<file path="src/rtl/crubits_sync_if.sv">
// ============================================================================
//  Module      : crubits_sync_if
//  Description : TI-99/4A CRU bus pins as seen by the CRU register block.
//  Revision    : 1.0  initial release
// ============================================================================
`default_nettype none

interface crubits_sync_if;
    logic        ti_cru_clk;
    logic        ti_memen;
    logic        ti_ph3;
    logic [0:14] addr;
    logic        ti_cru_out;
    logic        ti_cru_in;
    logic        ti_cru_in_oe;

    modport master (
        output ti_cru_clk,
        output ti_memen,
        output ti_ph3,
        output addr,
        output ti_cru_out,
        input  ti_cru_in,
        input  ti_cru_in_oe
    );

    modport slave (
        input  ti_cru_clk,
        input  ti_memen,
        input  ti_ph3,
        input  addr,
        input  ti_cru_out,
        output ti_cru_in,
        output ti_cru_in_oe
    );
endinterface

`default_nettype wire

</file>
<file path="src/rtl/crubits_sync.sv">
// ============================================================================
//  Module      : crubits_sync
//  Description : N writable + M read-only CRU bits, all TI strobes synchronised
//                into clk; optional self-clearing pulse bits and write strobe.
//  Revision    : 1.0  initial release
// ============================================================================
`default_nettype none

module crubits_sync #(
    parameter int               NBITS      = 8,
    parameter int               NSTAT      = 4,
    parameter logic [NBITS-1:0] RESET_VAL  = '0,
    parameter logic [NBITS-1:0] PULSE_MASK = '0,
    parameter int               PULSE_LEN  = 16
) (
    input  logic                               clk,
    input  logic                               reset,
    input  logic [3:0]                         cru_base_i,
    input  logic [(NSTAT > 0 ? NSTAT : 1)-1:0] status_in_i,
    crubits_sync_if.slave                      bus,
    output logic [NBITS-1:0]                   bits_o,
    output logic                               bits_wr_stb_o,
    output logic [6:0]                         bits_wr_idx_o
);

    localparam int         c_sw    = (NSTAT > 0) ? NSTAT : 1;
    localparam logic [7:0] c_nbits = 8'(NBITS);
    localparam logic [7:0] c_ntot  = 8'(NBITS + NSTAT);
    localparam logic [7:0] c_plen  = 8'(PULSE_LEN);

    // Strobe vector bit order: {cru_clk, ph3, memen, cru_out}
    logic [3:0]      strb_s1_q, strb_s2_q, strb_s3_q;
    logic [0:14]     addr_s1_q, addr_s2_q, addr_s3_q;
    logic [c_sw-1:0] stat_s1_q, stat_s2_q;

    logic [NBITS-1:0] bits_q, bits_d;
    logic [7:0]       cnt_q [NBITS];
    logic [7:0]       cnt_d [NBITS];
    logic             stb_q, stb_d;
    logic [6:0]       wr_idx_q, wr_idx_d;
    logic             cru_in_q, cru_in_d;
    logic             oe_q, oe_d;

    logic       w_wr_fall, w_rd_fall, w_hit, w_wr_en, w_data, w_memen, w_rd_bit;
    logic [6:0] w_idx;

    always_ff @(posedge clk) begin
        if (reset) begin
            strb_s1_q <= '0;
            strb_s2_q <= '0;
            strb_s3_q <= '0;
            addr_s1_q <= '0;
            addr_s2_q <= '0;
            addr_s3_q <= '0;
            stat_s1_q <= '0;
            stat_s2_q <= '0;
        end else begin
            strb_s1_q <= {bus.ti_cru_clk, bus.ti_ph3, bus.ti_memen, bus.ti_cru_out};
            strb_s2_q <= strb_s1_q;
            strb_s3_q <= strb_s2_q;
            addr_s1_q <= bus.addr;
            addr_s2_q <= addr_s1_q;
            addr_s3_q <= addr_s2_q;
            stat_s1_q <= status_in_i;
            stat_s2_q <= stat_s1_q;
        end
    end

    // Zeroed stages can never produce a fall: s3 must first refill with a sampled 1.
    assign w_wr_fall = strb_s3_q[3] & ~strb_s2_q[3];
    assign w_rd_fall = strb_s3_q[2] & ~strb_s2_q[2];
    assign w_memen   = strb_s3_q[1];
    assign w_data    = strb_s3_q[0];
    assign w_idx     = addr_s3_q[8:14];
    assign w_hit     = (addr_s3_q[0:3] == 4'b0001) && (addr_s3_q[4:7] == cru_base_i);
    assign w_wr_en   = w_wr_fall && w_hit && ({1'b0, w_idx} < c_nbits);

    always_comb begin
        w_rd_bit = 1'b0;
        for (int i = 0; i < NBITS; i++) begin
            if (w_idx == 7'(i)) w_rd_bit = bits_q[i];
        end
        for (int j = 0; j < NSTAT; j++) begin
            if (w_idx == 7'(NBITS + j)) w_rd_bit = stat_s2_q[j];
        end
    end

    always_comb begin
        bits_d   = bits_q;
        stb_d    = w_wr_en;
        wr_idx_d = w_wr_en ? w_idx : wr_idx_q;
        cru_in_d = cru_in_q;
        oe_d     = oe_q;
        for (int i = 0; i < NBITS; i++) begin
            cnt_d[i] = cnt_q[i];
            if (PULSE_MASK[i] && (cnt_q[i] != 8'd0)) begin
                cnt_d[i] = cnt_q[i] - 8'd1;
                if (cnt_q[i] == 8'd1) bits_d[i] = 1'b0;
            end
            // A write landing on the expiry cycle overrides the expiry
            if (w_wr_en && (w_idx == 7'(i))) begin
                bits_d[i] = w_data;
                if (PULSE_MASK[i]) cnt_d[i] = w_data ? c_plen : 8'd0;
            end
        end
        if (w_rd_fall) begin
            if (w_memen && w_hit && ({1'b0, w_idx} < c_ntot)) begin
                cru_in_d = w_rd_bit;
                oe_d     = 1'b1;
            end else begin
                cru_in_d = 1'b0;
                oe_d     = 1'b0;
            end
        end
    end

    always_ff @(posedge clk) begin
        if (reset) begin
            bits_q   <= RESET_VAL;
            stb_q    <= 1'b0;
            wr_idx_q <= '0;
            cru_in_q <= 1'b0;
            oe_q     <= 1'b0;
            for (int i = 0; i < NBITS; i++) cnt_q[i] <= '0;
        end else begin
            bits_q   <= bits_d;
            stb_q    <= stb_d;
            wr_idx_q <= wr_idx_d;
            cru_in_q <= cru_in_d;
            oe_q     <= oe_d;
            cnt_q    <= cnt_d;
        end
    end

    assign bits_o           = bits_q;
    assign bits_wr_stb_o    = stb_q;
    assign bits_wr_idx_o    = wr_idx_q;
    assign bus.ti_cru_in    = cru_in_q;
    assign bus.ti_cru_in_oe = oe_q;

endmodule

`default_nettype wire

</file>
<file path="src/flat_wrapper.sv">
// flat-port wrapper written by rule: the top's interface ports become plain ports
module crubits_sync_flat 
#(
    parameter int               NBITS      = 8,
    parameter int               NSTAT      = 4,
    parameter logic [NBITS-1:0] RESET_VAL  = '0,
    parameter logic [NBITS-1:0] PULSE_MASK = '0,
    parameter int               PULSE_LEN  = 16
)
  (clk, reset, cru_base_i, status_in_i, bits_o, bits_wr_stb_o, bits_wr_idx_o, bus_ti_cru_clk, bus_ti_memen, bus_ti_ph3, bus_addr, bus_ti_cru_out, bus_ti_cru_in, bus_ti_cru_in_oe);
  crubits_sync_if bus_i ();
  input  logic clk;
  input  logic reset;
  input  logic [3:0] cru_base_i;
  input  logic [(NSTAT > 0 ? NSTAT : 1)-1:0] status_in_i;
  output logic [NBITS-1:0] bits_o;
  output logic bits_wr_stb_o;
  output logic [6:0] bits_wr_idx_o;
  input wire logic [$bits(bus_i.ti_cru_clk)-1:0] bus_ti_cru_clk;
  input wire logic [$bits(bus_i.ti_memen)-1:0] bus_ti_memen;
  input wire logic [$bits(bus_i.ti_ph3)-1:0] bus_ti_ph3;
  input wire logic [$bits(bus_i.addr)-1:0] bus_addr;
  input wire logic [$bits(bus_i.ti_cru_out)-1:0] bus_ti_cru_out;
  output wire logic [$bits(bus_i.ti_cru_in)-1:0] bus_ti_cru_in;
  output wire logic [$bits(bus_i.ti_cru_in_oe)-1:0] bus_ti_cru_in_oe;
  assign bus_i.ti_cru_clk = bus_ti_cru_clk;
  assign bus_i.ti_memen = bus_ti_memen;
  assign bus_i.ti_ph3 = bus_ti_ph3;
  assign bus_i.addr = bus_addr;
  assign bus_i.ti_cru_out = bus_ti_cru_out;
  assign bus_ti_cru_in = bus_i.ti_cru_in;
  assign bus_ti_cru_in_oe = bus_i.ti_cru_in_oe;
  crubits_sync #(.NBITS(NBITS), .NSTAT(NSTAT), .RESET_VAL(RESET_VAL), .PULSE_MASK(PULSE_MASK), .PULSE_LEN(PULSE_LEN)) u_core (.clk(clk), .reset(reset), .cru_base_i(cru_base_i), .status_in_i(status_in_i), .bus(bus_i), .bits_o(bits_o), .bits_wr_stb_o(bits_wr_stb_o), .bits_wr_idx_o(bits_wr_idx_o));
endmodule
</file>
<file path="config.mk">
export PLATFORM = sky130hd
export DESIGN_NAME = crubits_sync_flat
export DESIGN_NICKNAME = d
export VERILOG_FILES = /design/src/rtl/crubits_sync_if.sv /design/src/rtl/crubits_sync.sv /design/src/flat_wrapper.sv
export SDC_FILE = /design/constraint.sdc
export NUM_CORES = 1
export LEC_CHECK = 0
export ABC_AREA = 1
export CAP_MARGIN = 20
export CORE_ASPECT_RATIO = 2
export CORE_MARGIN = 4
export CORE_UTILIZATION = 35
export DETAILED_ROUTE_END_ITERATION = 8
export GPL_ROUTABILITY_DRIVEN = 0
export MAX_ROUTING_LAYER = met4
export SLEW_MARGIN = 20
export SYNTH_ARGS = -nofsm -noshare
export SYNTH_HDL_FRONTEND = slang
export SYNTH_SLANG_ARGS = --single-unit
export TNS_END_PERCENT = 100
</file>
<file path="constraint.sdc">
create_clock -name clk -period 1.7 [get_ports clk]
set_input_delay 0.34 -clock clk [delete_from_list [all_inputs] [get_ports clk]]
set_output_delay 0.34 -clock clk [all_outputs]
set_load 0.03 [all_outputs]
</file>
Word level (Yosys, flattened, before mapping)
Cells that the tools add are included.
{"block": "op_classes", "addsub": 0, "multipliers": 0, "div": 0, "n_lt_le_gt_ge": 2, "n_eq_ne": 13, "shift": 0, "muxes": 14, "bitwise": 4, "n_reduce_logical": 14}
{"op": "$eq A7 B3 Y1 const B", "count": 4}
{"op": "$eq A7 B4 Y1 const B", "count": 4}
{"op": "$eq A7 B2 Y1 const B", "count": 2}
{"op": "$lt A7 B4 Y1 const B", "count": 2}
{"op": "$mux W1", "count": 14}
{"op": "$logic_and A1 B1 Y1", "count": 13}
{"op": "$eq A7 B1 Y1 const B", "count": 1}
{"op": "$logic_not A7 Y1", "count": 1}
{"op": "$eq A4 B1 Y1 const B", "count": 1}
{"op": "$eq A4 B4 Y1", "count": 1}
{"op": "$and A1 B1 Y1", "count": 2}
{"op": "$not A1 Y1", "count": 2}
{"block": "totals", "register_bits": 83, "latchBits": 0, "ram_bits": 0, "mem_bits_ro": 0, "out_inout_bits": 18, "wordCells": 67, "mem_count": 0}

Logic depth before layout (Yosys ltp)
{"block": "logic_depth", "ltp_word": 14, "mapped_depth": 16, "ltp_nobuf": 15}

Worst setup path after synthesis
Ideal clock, no wire load.
{"block": "synth_path", "path_type": "in2reg", "startpoint": "in cru_base_i[3]", "endpoint": "reg u_core.bits_q[6], in the netlist u_core.bits_o[6]", "t_arrival_ps": 1361, "required_time_ps": 1585, "slack_ps": 223, "path_stages": 8, "path_cell_list": "xor2_1 nor4_4 nand2_4 clkinv_4 buf_8 nand2_2 o21ai_2 a21oi_2"}
{"block": "synth_between", "elab_chain_len": 5}
{"element": "start: declaration", "line": "flat_wrapper.sv:14", "source": "input logic [3:0] cru_base_i;"}
{"element": "$eq A4 B4 Y1", "line": "crubits_sync.sv:75", "source": "assign w_hit = (addr_s3_q[0:3] == 4'b0001) && (addr_s3_q[4:7] == cru_base_i);"}
{"element": "$logic_and A1 B1 Y1", "line": "crubits_sync.sv:75"}
{"element": "$logic_and A1 B1 Y1 (2 in a row)", "line": "crubits_sync.sv:76", "source": "assign w_wr_en = w_wr_fall && w_hit && ({1'b0, w_idx} < c_nbits);"}
{"element": "$logic_and A1 B1 Y1", "line": "crubits_sync.sv:101", "source": "if (w_wr_en && (w_idx == 7'(i))) begin"}
{"element": "end signal: assignment", "line": "crubits_sync.sv:126", "source": "bits_q <= bits_d;"}
{"element": "end: declaration", "line": "crubits_sync.sv:36", "source": "logic [NBITS-1:0] bits_q, bits_d;"}
No other way between the ends.
A chain may end at the register's enable or synchronous reset.

Worst setup path in the final report
{"block": "layout_path", "startpoint": "reg u_core.stb_q, in the netlist u_core.bits_wr_stb_o", "endpoint": "out bits_wr_stb_o"}
{"element": "start: declaration", "line": "crubits_sync.sv:39", "source": "logic stb_q, stb_d;"}
{"element": "start signal: assignment", "line": "crubits_sync.sv:127", "source": "stb_q <= stb_d;"}
{"element": "end: declaration", "line": "flat_wrapper.sv:17", "source": "output logic bits_wr_stb_o;"}
No word-level cell between the ends.

==> impl_metrics.ini <==
[global_routing]
gr-usage-all-layers_pct = 11.90
grt_first_pass_wirelength_um = 8583
via_count_of_the_first_global_routing_pass = 1985
grt_remaining_overflow = 0
antenna_found_initial = 0
grt_max_degree = 69

[place]
port-buffer-count = 46
detailed_place.area_mm2 = 0.003452
place.detailed.hpwl_um = 3631

[timing]
rsz0062_at_grt = yes
tightestPinTransition_ns = 0.4584
max_freq_mhz = 616.1
max-slew-margin-rel_pct = 69.40
timing.final.hold_violations = 0
slew_viol_final = 0
finalWorstPathRequiredPeriod_ns = 1.623
min_period_over_period_pct = 95.47
hold_ws_ns = 0.3947
skew_ns = 0.003721
final_report_setup_violation_count = 0

[layout]
ant_diodes = 0
post_route_cells_drive_above_1_share_pct = 15.95
num-nets-final = 444
final.fill_count = 809
areaGrowthSynthToFinish_pct = 35.98
final_cell_area_mm2 = 0.003864

[status]
run_status = finished clean

[clock_tree]
cts_tree = built
worstSkewPairLatency_ns = 0.33
cts-buffers-inserted = 9
clock_tree.root_cell = sky130_fd_sc_hd__clkbuf_16
clock_tree.buffer_depth = 2
tritoncts_num_sinks = 83
cts.clk_slew.worst_paths_ns = 0.06
ctsHtreeMaxLevel = 3

[hold_path]
min_path_type = flop to flop
hold_path_startpoint = u_core.addr_s2_q[14]$_SDFF_PP0_

[synth]
mappedNetlistNets = 383
syn-instance-count = 354
yosysUniqueCellTypes = 29
avgSynthCellArea_um2 = 8.027
sequential_cell_area_fraction_in_the_yosys_report_pct = 58.48
flop_and_latch_count_out_of_synthesis = 83
synth_enable_flop_cells = 0
yosys_warnings = 0
postSynth.asyncResetShare_pct = 0
yosys_most_used_dff = sky130_fd_sc_hd__dfxtp_1
mappedNetlistArea_mm2 = 0.002841

[setup_path]
worstPathBufferInverterCount = 1
worstPathMaxFanout = 1
launching_element_type_of_the_critical_path = flop
top_family_by_delay_on_critical_path = buffers and inverters
crit_path_max_incr_delay_ns = 0.66
required_ns = 1.36
element_type_at_the_critical_path_end = primary output
worst_reg2reg_path_startpoint = u_core.addr_s3_q[13]$_SDFF_PP0_
cell_breakdown_of_the_critical_path = clkdlybuf4s50_1
slowest_stage = sky130_fd_sc_hd__clkdlybuf4s50_1
timing.critical_path.from = u_core.bits_wr_stb_o$_SDFF_PP0_
setup.worst_path.class = flop to primary output
worst-endpoint-arrival_ns = 1.28

[drt]
average_wire_length_per_cell_after_detail_routing_um = 10.06
post-route-drc-count = 0
route.vias.total = 2120
drt_wl_total_um = 5190
drt-pass1-iter-count = 3
drt_iter0_drc = 107
ant_nets = 0
via_per_inst = 4.109

[floorplan]
floorplan.initialDensity_pct = 35.78
die_h_um = 135.4
die_area_mm2 = 0.009711
die_w_um = 71.71
core_mm2 = 0.007943
site_row_count = 46
pin_count = 47

[pwr]
power_density_relative_to_cell_area_mw_per_mm2 = 1038
irDropWorstVdd_v = 0.0005041
total_leakage_power_nw = 1.923

[flow_run]
maxCapViolCount = 0
## placed cells by master, fill, tap and decap left out, drive strengths merged
master	n
clkinvlp	2
buf	15
nand3b	1
o21ai	13
clkbuf	12
xor2	2
or2	2
inv	92
nor2	86
nand3	12
clkdlybuf4s50	27
or3	1
nand4	1
a21oi	11
o22ai	1
dfxtp	83
o211ai	1
nand2	33
dlymetal6s2s	10
o311a	2
clkinv	2
dlygate4sd2	8
nor4	1
nor3	2
## per-stage QoR
| stage | setup slack [ns] | setup TNS [ns] | utilization, % | std cells | total power [mW] |
|---|---|---|---|---|---|
| 2_1_floorplan | 0.2234 | 0 | - | 354 | 2.176 |
| 3_3_place_gp | -0.2365 | -2.716 | 43.46 | 496 | 2.263 |
| 3_5_place_dp | -0.2797 | -3.301 | 43.46 | 496 | 2.269 |
| 4_1_cts | 0.00006206 | 0 | 46.94 | 512 | 4.069 |
| 5_1_grt | -0.06714 | -0.06714 | 48.65 | 516 | 4.210 |
| 6_report | 0.07696 | 0 | 48.65 | 516 | 4.010 |
## area by class of cell
class	count	area, um^2	share of cell area (%)
Timing Repair Buffer	60	591.8	15.32
Clock inverter	4	25.02	0.6477
Clock buffer	12	256.5	6.639
Inverter	91	349.1	9.035
Sequential cell	83	1663	43.04
Multi-Input combinational cell	169	852.1	22.05
Timing Repair inverter	1	6.256	0.1619
Tap cell	96	120.1	3.109
## timing repair
action,CTS,global route
hold endpoints to repair,0,0
pin swaps,0,11
setup endpoints to repair,9,11
resized for setup,9,33
hold buffers,0,0
gates cloned,0,1
buffers inserted,0,3
## worst reg2reg max path: cells and delay by family, from the launching register on
family	cells	cell delay, ns
AO/OA/AOI/OAI	2	0.18
buffers and inverters	1	0.07
flip-flops	1	0.36
AND/OR/NAND/NOR	12	0.88
## routing by layer
metal  GRT usage, %  vias to the layer above  share of wire [%]
met3          2.675                       10                4.2
met2          21.11                       37                 57
met4          7.218                        0                2.9
met1          11.39                      926                 36
met5              -                        -                  0
li1               -                     1147                  -
## final timing paths
path	to	slack, ns	depth (start not counted)
setup reg to reg	u_core.bus.ti_cru_in$_SDFFE_PP0P_	0.09	15
hold reg to reg	u_core.addr_s3_q[14]$_SDFF_PP0_	0.39	2
setup / recovery	bits_wr_stb_o	0.08	1
hold / removal	u_core.addr_s3_q[14]$_SDFF_PP0_	0.39	2
## kinds of logic after synthesis
logic type	count (synthesis)	synth area share, %
simple gates	139	20.78
flops	83	58.48
buf+inv	102	14.31
compound gates	28	5.813
xor+xnor	2	0.6166
## registers in the layout (all words and copies together) (netlist names)
signal and cells:
u_core.addr_s1_q 15, u_core.strb_s1_q 4, u_core.bus.ti_cru_in 1, u_core.strb_s2_q 4
u_core.stat_s2_q 4, u_core.bits_wr_idx_o 7, u_core.stat_s1_q 4, u_core.bits_wr_stb_o 1
u_core.strb_s3_q 4, u_core.bus.ti_cru_in_oe 1, u_core.addr_s2_q 15, u_core.addr_s3_q 15
u_core.bits_o 8
## power breakdown
part           switching, mW  total (mW)  internal (mW)
sequential            0.0188        2.03           2.01
combinational          0.105       0.212          0.108
clock                  0.708        1.77           1.06
total                  0.831        4.01           3.18
## Yosys cell counts, types with 2 or more instances
cell type	count	area, um^2
sky130_fd_sc_hd__xor2_1	2	17.52
sky130_fd_sc_hd__nand2_1	29	108.9
sky130_fd_sc_hd__clkbuf_1	9	33.78
sky130_fd_sc_hd__nor3_1	2	10.01
sky130_fd_sc_hd__nand2_2	3	18.77
sky130_fd_sc_hd__nor2_2	2	12.51
sky130_fd_sc_hd__o311a_1	2	20.02
sky130_fd_sc_hd__o21ai_0	4	20.02
sky130_fd_sc_hd__dfxtp_1	83	1662
sky130_fd_sc_hd__a21oi_2	2	17.52
sky130_fd_sc_hd__a21oi_1	9	45.04
sky130_fd_sc_hd__inv_2	4	15.01
sky130_fd_sc_hd__inv_1	86	322.8
sky130_fd_sc_hd__o21ai_1	8	40.04
sky130_fd_sc_hd__nor2_1	84	315.3
sky130_fd_sc_hd__nand3_1	12	60.06
No activity file was read; power rests on OpenSTA's default activity.
